$ cat config.mk
export PLATFORM = sky130hd
export DESIGN_NAME = pipe_ctrl
export DESIGN_NICKNAME = d
export VERILOG_FILES = /design/src/rtl/pipe_ctrl.sv
export SDC_FILE = /design/constraint.sdc
export NUM_CORES = 1
export LEC_CHECK = 0
export ABC_AREA = 1
export BUFFER_PORTS_ARGS = -buffer_cell sky130_fd_sc_hd__clkbuf_2
export CAP_MARGIN = 20
export CORE_ASPECT_RATIO = 1.4
export CORE_MARGIN = 2
export CORE_UTILIZATION = 38
export CTS_CLUSTER_DIAMETER = 200
export DETAILED_ROUTE_END_ITERATION = 8
export GPL_TIMING_DRIVEN = 0
export HOLD_SLACK_MARGIN = 0.1
export PLACE_DENSITY = 0.82
export SYNTH_ARGS = -nofsm -noshare
export SYNTH_HDL_FRONTEND = slang
export SYNTH_SLANG_ARGS = --single-unit
$ cat constraint.sdc
create_clock -name clk -period 1.93 [get_ports clk]
set_clock_uncertainty 0.1 [all_clocks]
set_input_delay 0.193 -clock clk [delete_from_list [all_inputs] [get_ports clk]]
set_output_delay 0.193 -clock clk [all_outputs]
set_load 0.05 [all_outputs]
$ cat src/rtl/pipe_ctrl.sv
// ---------------------------------------------------------------------------
// pipe_ctrl -- pipeline hold/flush/redirect control unit
//
// Drives the per-stage hold and flush vectors for the five stage registers
// (bit 0=pc, 1=if_id, 2=id_ex, 3=ex_mem, 4=mem_wb). It arbitrates stall
// requests (priority mem > ex > jump > trap > id) and sequences the
// post-redirect flush window and the trap drain/redirect.
//
// Parameters:
//   JUMP_FLUSH_CYCLES  extra cycles (1..7) if_id is flushed after a redirect
//   ADDR_W             redirect address width
//
// Ports:
//   clk              clock
//   rstn             asynchronous active-low reset
//   id_hold_req_i    load-use hazard, one bubble per request cycle
//   ex_hold_req_i    multi-cycle EX op busy
//   mem_hold_req_i   data-bus wait
//   ex_jump_en_i     EX-resolved redirect
//   ex_jump_addr_i   redirect target
//   int_req_i        trap request (level, held until acked)
//   int_addr_i       trap vector
//   hold_en_o        per-stage hold
//   flush_o          per-stage flush
//   jump_en_o        pc redirect strobe
//   jump_addr_o      pc redirect target
//   int_ack_o        one-cycle trap-taken pulse
//   busy_o           controller is not idle
//
// Optional build macro PIPE_CTRL_PERF_CNT_EN adds saturating performance
// counters stall_cnt_o (cycles with the pc held) and flush_cnt_o (redirects).
// ---------------------------------------------------------------------------
module pipe_ctrl #(
  parameter int unsigned JUMP_FLUSH_CYCLES = 1,
  parameter int unsigned ADDR_W            = 32
) (
  input  logic              clk,
  input  logic              rstn,
  input  logic              id_hold_req_i,
  input  logic              ex_hold_req_i,
  input  logic              mem_hold_req_i,
  input  logic              ex_jump_en_i,
  input  logic [ADDR_W-1:0] ex_jump_addr_i,
  input  logic              int_req_i,
  input  logic [ADDR_W-1:0] int_addr_i,
  output logic [4:0]        hold_en_o,
  output logic [4:0]        flush_o,
  output logic              jump_en_o,
  output logic [ADDR_W-1:0] jump_addr_o,
  output logic              int_ack_o,
`ifdef PIPE_CTRL_PERF_CNT_EN
  output logic [31:0]       stall_cnt_o,
  output logic [31:0]       flush_cnt_o,
`endif
  output logic              busy_o
);

  typedef enum logic [1:0] {
    ST_IDLE  = 2'd0,
    ST_FLUSH = 2'd1,
    ST_DRAIN = 2'd2,
    ST_REDIR = 2'd3
  } state_e;

  localparam logic [2:0] FLUSH_LOAD = 3'(JUMP_FLUSH_CYCLES);

  localparam logic [4:0] HOLD_MEM  = 5'b01111;
  localparam logic [4:0] FLUSH_MEM = 5'b10000;
  localparam logic [4:0] HOLD_EX   = 5'b00111;
  localparam logic [4:0] FLUSH_EX  = 5'b01000;
  localparam logic [4:0] HOLD_ID   = 5'b00011;
  localparam logic [4:0] FLUSH_ID  = 5'b00100;
  localparam logic [4:0] FLUSH_JMP = 5'b00110;
  localparam logic [4:0] FLUSH_IF  = 5'b00010;

  state_e      state_q, state_d;
  logic [2:0]  cnt_q, cnt_d;
  logic [1:0]  drain_q, drain_d;
  logic        int_ack_q, int_ack_d;

  logic [4:0]        hold_c;
  logic [4:0]        flush_c;
  logic              jump_en_c;
  logic [ADDR_W-1:0] jump_addr_c;

  always_ff @(posedge clk or negedge rstn) begin
    if (!rstn) begin
      state_q   <= ST_IDLE;
      cnt_q     <= 3'd0;
      drain_q   <= 2'd0;
      int_ack_q <= 1'b0;
    end else begin
      state_q   <= state_d;
      cnt_q     <= cnt_d;
      drain_q   <= drain_d;
      int_ack_q <= int_ack_d;
    end
  end

  always_comb begin
    state_d     = state_q;
    cnt_d       = cnt_q;
    drain_d     = drain_q;
    int_ack_d   = 1'b0;
    hold_c      = 5'b00000;
    flush_c     = 5'b00000;
    jump_en_c   = 1'b0;
    jump_addr_c = '0;

    unique case (state_q)
      ST_IDLE: begin
        if (mem_hold_req_i) begin
          hold_c  = HOLD_MEM;
          flush_c = FLUSH_MEM;
        end else if (ex_hold_req_i) begin
          hold_c  = HOLD_EX;
          flush_c = FLUSH_EX;
        end else if (ex_jump_en_i) begin
          // A simultaneous load-use hazard is covered: id_ex is flushed here.
          jump_en_c   = 1'b1;
          jump_addr_c = ex_jump_addr_i;
          flush_c     = FLUSH_JMP;
          state_d     = ST_FLUSH;
          cnt_d       = FLUSH_LOAD;
        end else if (int_req_i) begin
          state_d = ST_DRAIN;
          drain_d = 2'd0;
        end else if (id_hold_req_i) begin
          hold_c  = HOLD_ID;
          flush_c = FLUSH_ID;
        end
      end

      ST_FLUSH: begin
        // if_id keeps flushing for the whole window; holds freeze the count.
        // Trap requests wait until the window closes.
        if (mem_hold_req_i) begin
          hold_c  = HOLD_MEM;
          flush_c = FLUSH_MEM | FLUSH_IF;
        end else if (ex_hold_req_i) begin
          hold_c  = HOLD_EX;
          flush_c = FLUSH_EX | FLUSH_IF;
        end else if (ex_jump_en_i) begin
          jump_en_c   = 1'b1;
          jump_addr_c = ex_jump_addr_i;
          flush_c     = FLUSH_JMP;
          cnt_d       = FLUSH_LOAD;
        end else if (id_hold_req_i) begin
          hold_c  = HOLD_ID;
          flush_c = FLUSH_ID | FLUSH_IF;
        end else begin
          flush_c = FLUSH_IF;
          if (cnt_q <= 3'd1) begin
            state_d = ST_IDLE;
            cnt_d   = 3'd0;
          end else begin
            cnt_d = cnt_q - 3'd1;
          end
        end
      end

      ST_DRAIN: begin
        // Front end frozen while EX/MEM/WB retire; a redirect from EX is
        // squashed without being taken since the trap supersedes it.
        if (mem_hold_req_i) begin
          hold_c  = HOLD_MEM;
          flush_c = FLUSH_MEM;
        end else if (ex_hold_req_i) begin
          hold_c  = HOLD_EX;
          flush_c = FLUSH_EX;
        end else if (ex_jump_en_i) begin
          hold_c  = HOLD_ID;
          flush_c = FLUSH_JMP;
        end else begin
          hold_c  = HOLD_ID;
          flush_c = FLUSH_ID;
        end

        if (!int_req_i) begin
          state_d = ST_IDLE;
          drain_d = 2'd0;
        end else if (!(mem_hold_req_i || ex_hold_req_i)) begin
          if (drain_q == 2'd2) begin
            state_d   = ST_REDIR;
            drain_d   = 2'd0;
            int_ack_d = 1'b1;
          end else begin
            drain_d = drain_q + 2'd1;
          end
        end
      end

      ST_REDIR: begin
        jump_en_c   = 1'b1;
        jump_addr_c = int_addr_i;
        flush_c     = FLUSH_JMP;
        state_d     = ST_FLUSH;
        cnt_d       = FLUSH_LOAD;
      end

      default: begin
        state_d = ST_IDLE;
      end
    endcase
  end

  // Reset gates the combinational outputs so the stages see no activity
  // while rstn is low, regardless of the request inputs.
  assign hold_en_o   = rstn ? hold_c      : 5'b00000;
  assign flush_o     = rstn ? flush_c     : 5'b00000;
  assign jump_en_o   = rstn ? jump_en_c   : 1'b0;
  assign jump_addr_o = rstn ? jump_addr_c : '0;
  assign int_ack_o   = int_ack_q;
  assign busy_o      = rstn && (state_q != ST_IDLE);

`ifdef PIPE_CTRL_PERF_CNT_EN
  logic [31:0] stall_cnt_q, flush_cnt_q;

  always_ff @(posedge clk or negedge rstn) begin
    if (!rstn) begin
      stall_cnt_q <= 32'd0;
      flush_cnt_q <= 32'd0;
    end else begin
      if (hold_en_o[0] && (stall_cnt_q != 32'hFFFF_FFFF)) begin
        stall_cnt_q <= stall_cnt_q + 32'd1;
      end
      if (jump_en_o && (flush_cnt_q != 32'hFFFF_FFFF)) begin
        flush_cnt_q <= flush_cnt_q + 32'd1;
      end
    end
  end

  assign stall_cnt_o = stall_cnt_q;
  assign flush_cnt_o = flush_cnt_q;
`endif

endmodule

==> results.py <==
metrics = {
    "outcome": {
        "status": "complete, no violations",
    },
    "floorplan": {
        "die_height_um": 72.1,
        "core_mm2": 0.00315,
        "die_area_mm2": 0.00380,
        "std_cell_rows": 24,
        "fp.dieW_um": 52.6,
        "initial_core_util": 0.399,
        "io_pins": 116,
    },
    "clock_tree": {
        "clock_sinks": 8,
        "clk_pin_slew_worst_paths_ns": 0.04,
        "clockBufferDepth": 2,
        "cts_tree": "yes",
        "cts_buffers": 3,
        "insertion_delay_ns": 0.22,
        "root_buffer": "clkbuf_8",
        "htreeDepth": 1,
    },
    "cells_and_area": {
        "design_area_mm2": 0.00217,
        "layout-drive-gt1-share": 0.525,
        "final_cell_mix": "nand2_1, clkbuf_2, a21oi_2",
        "areaGrowthSynthToFinish_pct": 72.1,
        "fin_nets": 418,
        "antenna_cells": 0,
        "final_common_cell": "nand2_1",
    },
    "synth": {
        "syn-cell-area_mm2": 0.00126,
        "ys_warn_count": 0,
        "syn-instance-count": 223,
        "avgSynthCellArea_um2": 5.64,
        "synth_cell_types": 27,
        "ys_seq_area_frac": 0.159,
        "synth-seq-cells": 8,
    },
    "worst_setup_path": {
        "cp_common_cell": "buf_6",
        "worstPathMaxFanout": 10,
        "cp.arrival_ns": 1.57,
        "cp_cell_sequence": "buf_6 > nor2_4 > buf_6 > nand2_1 > a21oi_1 > clkbuf_4",
        "cp_slowest_stage_delay_ns": 0.37,
        "critPathSlowestCell": "dfrtp_1",
        "reg2reg_depth": 6,
        "crit_path_end_kind": "primary output",
        "required_ns": 1.64,
        "path_class": "reg2out",
        "critPathLaunchType": "register",
    },
    "routing": {
        "vias": 1844,
        "drt_wl_total_um": 4790,
        "route.detailed.drc": 0,
        "wire_per_inst_um": 12.5,
        "ant_nets": 0,
        "dr.pass1.iters": 4,
        "drt_iter0_markers": 60,
        "via_per_inst": 4.83,
    },
    "run": {
        "maxCapViolations": 0,
    },
    "grt": {
        "grt_pass1_vias": 1756,
        "grt_max_degree": 11,
        "grt_first_pass_wirelength_um": 7450,
        "antenna_found_initial": 0,
        "grt_overflow_total": 0,
        "track_usage": 0.256,
    },
    "power": {
        "ir_drop_v": 0.000412,
        "power_density_mw_per_mm2": 774,
        "leakage_uw": 0.00109,
    },
    "placed_design": {
        "post-place-ws_ns": 0.103,
        "portBuffers": 113,
        "place_congestion": 0.969,
        "dpl_cell_area_mm2": 0.00196,
        "hpwl_um": 4080,
    },
    "hold_path": {
        "hold_path_class": "in2reg",
        "holdPathStages": 3,
    },
    "timing": {
        "worst_pin_slew_ns": 0.655,
        "layout_setup_ws_ns": 0.0633,
        "finalCriticalPeriod_ns": 1.87,
        "hold_viol": 0,
        "layout_worst_path_cycle_share": 0.967,
        "clock.fmax_ghz": 0.536,
        "drv_slew": 0,
        "setup_viol": 0,
        "slew_headroom": 0.563,
    },
}
## timing repair
item                                   in CTS  in global routing
pin swaps                                   0                  2
hold buffers                                1                  0
buffers inserted                            0                  2
setup endpoints to repair                  30                 38
resized for setup                          35                 27
endpoints found under the hold margin       8                  0
## path summary, 6_finish.rpt
kind / startpoint / endpoint / slack (ns)
max in group asynchronous: rstn / int_ack_o / 1.13
worst max-delay path: state_q[1] / jump_addr_o[2] / 0.06
min in group asynchronous: rstn / cnt_q[1] / 0.34
worst max register to register: cnt_q[1] / state_q[0] / 0.35
worst min register to register: drain_q[0] / drain_q[0] / 0.40
worst min-delay path: int_req_i / int_ack_o / 0.30
## cell usage after synthesis
cell | count | area share
ha_1 | 2 | 0.020
nor3_1 | 5 | 0.020
a21oi_1 | 25 | 0.099
conb_1 | 1 | 0.0030
clkbuf_1 | 3 | 0.0089
a21oi_2 | 9 | 0.063
nor2_4 | 2 | 0.018
nand2_1 | 87 | 0.26
o211ai_1 | 2 | 0.012
nand3b_1 | 1 | 0.0060
inv_1 | 14 | 0.042
a22oi_1 | 1 | 0.0060
nand4_1 | 2 | 0.0099
buf_1 | 1 | 0.0030
o21ai_1 | 2 | 0.0080
nor3_4 | 1 | 0.013
nor2_1 | 17 | 0.051
nand3_1 | 9 | 0.036
dfrtp_1 | 8 | 0.16
nor4_1 | 1 | 0.0050
nand2_4 | 1 | 0.0089
buf_2 | 1 | 0.0040
buf_4 | 6 | 0.036
buf_6 | 3 | 0.027
inv_2 | 4 | 0.012
o21ai_0 | 3 | 0.012
nand2_2 | 12 | 0.060
## metal layers
metal  global-route usage  part of all wire
met2                0.472              0.53
met3               0.0844              0.11
met1                0.267              0.34
met4               0.0741             0.019
met5                    0                 0
## cells by family (layout without fill, tap and decap cells)
family / Yosys count / after routing / synth area share
DFF: 8 / 8 / 0.159
AOI/OAI and AO/OA: 42 / 42 / 0.200
other: 1 / 2 / 0.00298
adders and majority gates: 2 / 2 / 0.0199
buffers and inverters: 32 / 151 / 0.132
and+or+nand+nor: 138 / 138 / 0.486
## power breakdown
| group | total (uW) | internal [uW] | leakage (uW) | switching (uW) |
|---|---|---|---|---|
| logic | 1230 | 401 | 0.000963 | 826 |
| clock network | 194 | 135 | 0.0000216 | 59.8 |
| registers | 255 | 218 | 0.000106 | 37.8 |
## registers in the layout, summed over array words and instances, names as in the netlist
| signal | flops |
|---|---|
| cnt_q | 3 |
| drain_q | 2 |
| state_q | 2 |
| int_ack_o | 1 |
## final cells by class
class,instances,area [um2]
multi-input cells,184,986
flip-flops and latches,8,200
fillers,290,987
inverters,18,70.1
plain buffers,14,105
repair buffers,116,714
well taps,39,48.8
clock buffers,3,41.3
## worst max-delay path, delay by kind of cell, from the launching register on
family          cells  cell delay [ns]
buf+inv             3             0.58
simple gates        2             0.25
compound gates      1             0.15
flops               1             0.37
## per-stage QoR
stage	hold WS [ns]	utilization	total power, uW	TNS, ns	instances
2_1_floorplan	-0.203	-	1110	-0.608	224
3_3_place_gp	-0.0402	0.621	1380	0	376
3_5_place_dp	-0.0395	0.621	1400	0	376
4_1_cts	0.290	0.674	1630	0	380
5_1_grt	0.327	0.687	1800	-0.0504	382
6_report	0.303	0.687	1680	0	382
Note: power is estimated with default switching activity, not from simulation.
